### src/rtl/uart_rx_fsm.sv
// uart_rx_fsm: 8N1 UART receiver sampling RxD on OVERSAMPLE rx_en ticks per bit.
module uart_rx_fsm #(
  parameter int OVERSAMPLE = 16
) (
  input  logic       clk,
  input  logic       reset_n,
  input  logic       rx_en,
  input  logic       RxD,
  output logic [7:0] rx_data,
  output logic       rx_valid,
  output logic       rx_frame_error,
  output logic       rx_busy
);
  typedef enum logic [2:0] {IDLE, START, DATA, STOP, BREAK} state_t;
  localparam logic [3:0] HALF = 4'(OVERSAMPLE / 2 - 1);
  localparam logic [3:0] FULL = 4'(OVERSAMPLE - 1);
  state_t     r_state;
  logic [1:0] r_sync;
  logic [3:0] r_tcnt;
  logic [2:0] r_bcnt;
  logic [7:0] r_sh;
  logic [7:0] r_data;
  logic       r_valid;
  logic       r_ferr;
  logic       w_rxs;
  assign w_rxs          = r_sync[1];
  assign rx_data        = r_data;
  assign rx_valid       = r_valid;
  assign rx_frame_error = r_ferr;
  assign rx_busy        = r_state != IDLE;
  always_ff @(posedge clk or negedge reset_n)
    if (!reset_n) r_sync <= 2'b11;
    else r_sync <= {r_sync[0], RxD};
  always_ff @(posedge clk or negedge reset_n) begin
    if (!reset_n) begin
      r_state <= IDLE;
      r_tcnt  <= '0;
      r_bcnt  <= '0;
      r_sh    <= '0;
      r_data  <= '0;
      r_valid <= 1'b0;
      r_ferr  <= 1'b0;
    end else begin
      r_valid <= 1'b0;
      r_ferr  <= 1'b0;
      case (r_state)
        IDLE: if (!w_rxs) begin
          r_state <= START;
          r_tcnt  <= '0;
        end
        START: if (rx_en) begin
          if (r_tcnt == HALF) begin
            r_state <= w_rxs ? IDLE : DATA;
            r_tcnt  <= '0;
            r_bcnt  <= '0;
          end else r_tcnt <= r_tcnt + 4'd1;
        end
        DATA: if (rx_en) begin
          if (r_tcnt == FULL) begin
            r_sh    <= {w_rxs, r_sh[7:1]};
            r_tcnt  <= '0;
            r_bcnt  <= r_bcnt + 3'd1;
            r_state <= r_bcnt == 3'd7 ? STOP : DATA;
          end else r_tcnt <= r_tcnt + 4'd1;
        end
        // Leaving at mid-stop leaves half a bit to catch an immediately following start edge.
        STOP: if (rx_en) begin
          if (r_tcnt == FULL) begin
            r_tcnt  <= '0;
            r_state <= w_rxs ? IDLE : BREAK;
            r_valid <= w_rxs;
            r_ferr  <= !w_rxs;
            if (w_rxs) r_data <= r_sh;
          end else r_tcnt <= r_tcnt + 4'd1;
        end
        BREAK: if (w_rxs) r_state <= IDLE;
        default: r_state <= IDLE;
      endcase
    end
  end
endmodule

### config.mk
export PLATFORM = sky130hd
export DESIGN_NAME = uart_rx_fsm
export DESIGN_NICKNAME = d
export VERILOG_FILES = /design/src/rtl/uart_rx_fsm.sv
export SDC_FILE = /design/constraint.sdc
export NUM_CORES = 1
export LEC_CHECK = 0
export CORE_MARGIN = 2
export CORE_UTILIZATION = 30
export CTS_CLUSTER_DIAMETER = 50
export CTS_CLUSTER_SIZE = 28
export DETAILED_ROUTE_END_ITERATION = 8
export HOLD_SLACK_MARGIN = 0.06
export PLACE_DENSITY = 0.59
export SLEW_MARGIN = 10
export SYNTH_ARGS = -nofsm -noshare
export SYNTH_HDL_FRONTEND = slang
export SYNTH_SLANG_ARGS = --single-unit
### constraint.sdc
create_clock -name clk -period 2.7 [get_ports clk]
set_clock_uncertainty 0.2 [all_clocks]
set_input_delay 0.54 -clock clk [delete_from_list [all_inputs] [get_ports clk]]
set_output_delay 0.54 -clock clk [all_outputs]
set_load 0.01 [all_outputs]
==> qor.csv <==
metric,value,unit
outcome,"finished, final reports clean",
number of global-route vias before repair,942,
"CP delay by family, top",buffers and inverters,
# Max-Cap Violations,0,
final non-filler cell total,189,
Layout Area Growth over Synthesis,19.0,%
DP Wirelength,1760,um
Gate power share,23.6,%
Post-Place Cell Area,0.00164,mm^2
startpoint types,flip-flop,
Cell Int Power,0.000834,W
vias per cell,4.84,
Synth Net Count,123,
row cnt,25,
setup_tns,0,ns
Net Switching,0.000376,W
final worst slack,0.373,ns
ys async rst share,100,%
Worst-path clk slew,0.06,ns
first-pass GRT wire length,4230,um
overall power consumption,0.00121,W
sequential fraction of the synthesis area,51.6,%
Post-Syn Area,0.00146,mm^2
Mean Syn Cell Area,12.6,um^2
Via Count,914,
largest net degree at the start of global routing,31,
"Hold Violations, Final",0,
CP bufs+invs,2,
Sink Count,30,
die area,0.00544,mm^2
WL/cell,13.1,um
final setup fails,0,
Worst path max stage delay,0.58,ns
drt drc,0,
worst path cell trace,"inv_1, nand2_1, clkdlybuf4s50_1",
Die W,73.7,um
hold buffer count at CTS,0,
switching share of power,31.1,%
CP Data Arrival Time,1.59,ns
worst vdd ir,302,uV
GRT overflow,0,
CP Capture Type,output pin,
postcts setup bufs,0,
sequential cell fraction of total power,45.8,%
slowest CP cell,dfrtp_1,
GRT Total Usage,10.3,%
placed cells,181,
fin crit period,2.33,ns
CTS tree,yes,
CP required,1.96,ns
post-cts sizing count,0,
nets,141,
Initial Util,31.1,%
initial antenna violation count,0,
Filler Cell Count,451,
dpl ws,0.366,ns
Seq cells post-synth,30,
IO Count,15,
DR iter-0 viols,58,
Num CTS Buffers,5,
critical setup path kind,reg2out,
first-pass iteration count of the detailed router,4,
Final Routed Wirelength,2470,um
ys flop type,dfrtp_1,
ant diodes,0,
"Clk Latency, worst-skew pair",0.28,ns
power per standard cell area,697,mW/mm^2
worst min-delay path class,reg2reg,
FMAX,0.430,GHz
fin. max-slew vios,0,
Pleak,0.795,nW
library cells used by synthesis,40,
Max Buffers Root-to-Sink,2,
ANT nets after route,0,
H-tree depth,2,
Slew headroom,73.5,%
gpl congestion,0.828,
Yosys warnings,0,
Syn Inst Count,116,
RSZ-0062 raised after global routing,no,
worst-margin pin slew,0.397,ns
share of cells above drive strength 1,19.3,%
period utilization,86.2,%
final non-filler cell area,0.00174,mm^2
Die Y,73.7,um
part of the power in the clock network,30.6,%
core area,0.00469,mm^2
Root Driver,clkbuf_8,
I/O Buffers,14,
worst-path maximum fanout,13,
number of synthesized flops with an enable pin,0,
-- synthesized netlist by cell type, types with 3 or more instances --
cell / count / area, um^2
o21ai_0: 7 / 35.0
dfrtp_1: 28 / 701
ha_1: 3 / 37.5
nand2_1: 5 / 18.8
mux2_1: 8 / 90.1
mux2i_1: 4 / 40.0
nor2_1: 4 / 15.0
mux2_4: 8 / 120
buf_4: 3 / 22.5
a21oi_1: 3 / 15.0
inv_1: 4 / 15.0
-- kinds of logic after synthesis --
group	share of synthesized area, %
adders and majority gates	2.57
AOI/OAI and AO/OA	9.43
xor gates and xnor gates	0.600
and+or+nand+nor	13.6
buffers and inverters	5.06
DFF	51.6
muxes	17.2
-- worst paths after layout --
| kind | startpoint | end | slack, ns | cells after the start |
|---|---|---|---|---|
| worst max-delay path | r_state[2] | rx_busy | 0.37 | 3 |
| worst min-delay path | r_sync[0] | r_sync[1] | 0.15 | 0 |
| worst max register to register | r_tcnt[0] | r_sh[6] | 0.67 | 4 |
| worst min register to register | r_sync[0] | r_sync[1] | 0.15 | 0 |
| max in group asynchronous | reset_n | r_sync[0] | 1.53 | 2 |
| min in group asynchronous | reset_n | rx_data[6] | 0.46 | 2 |
-- power by group through the flow --
stage	sequential [W]	combinational, W	clock, W
detailed placement	0.000560	0.000289	0
CTS	0.000553	0.000289	0.000385
floorplan	0.000532	0.000250	0
finish	0.000554	0.000286	0.000370
global placement	0.000559	0.000282	0
global route	0.000563	0.000324	0.000406
-- per-layer routing --
layer  vias up  GRT usage [%]  share of wire [%]
met5         -              0                  0
met4         0           4.65                1.3
met3         4           3.29                3.4
met2        17           16.7                 49
met1       437           12.5                 47
li1        456              -                  -
-- area by class of cell --
class / count / area, um^2 / share of cell area (%)
Clock inverter: 2 / 12.5 / 0.720
Sequential cell: 30 / 753 / 43.4
Tap cell: 54 / 67.6 / 3.89
Timing Repair Buffer: 18 / 170 / 9.80
Inverter: 5 / 18.8 / 1.08
Multi-Input combinational cell: 74 / 632 / 36.4
Clock buffer: 6 / 82.6 / 4.76
-- through the flow --
| step | util, % | hold slack, ns |
|---|---|---|
| 6_report | 37.0 | 0.152 |
| 5_1_grt | 37.0 | 0.156 |
| 4_1_cts | 37.0 | 0.155 |
| 3_5_place_dp | 35.0 | 0.150 |
| 3_3_place_gp | 35.0 | 0.148 |
| 2_1_floorplan | - | 0.0444 |
-- placed cells by master (no fill, tap or decap), types with 5 or more instances in the layout --
cell / n
o21ai_0: 7
clkdlybuf4s50_1: 14
clkbuf_8: 6
mux2_1: 8
mux2_4: 8
dfrtp_1: 28
nand2_1: 5
-- state kept, by name (all words and copies together), names as in the netlist --
register and cells:
r_state 3, rx_valid 1, rx_data 8, r_sync 2, r_sh 8, rx_frame_error 1
r_tcnt 4, r_bcnt 3
No activity file was read; power rests on OpenSTA's default activity.
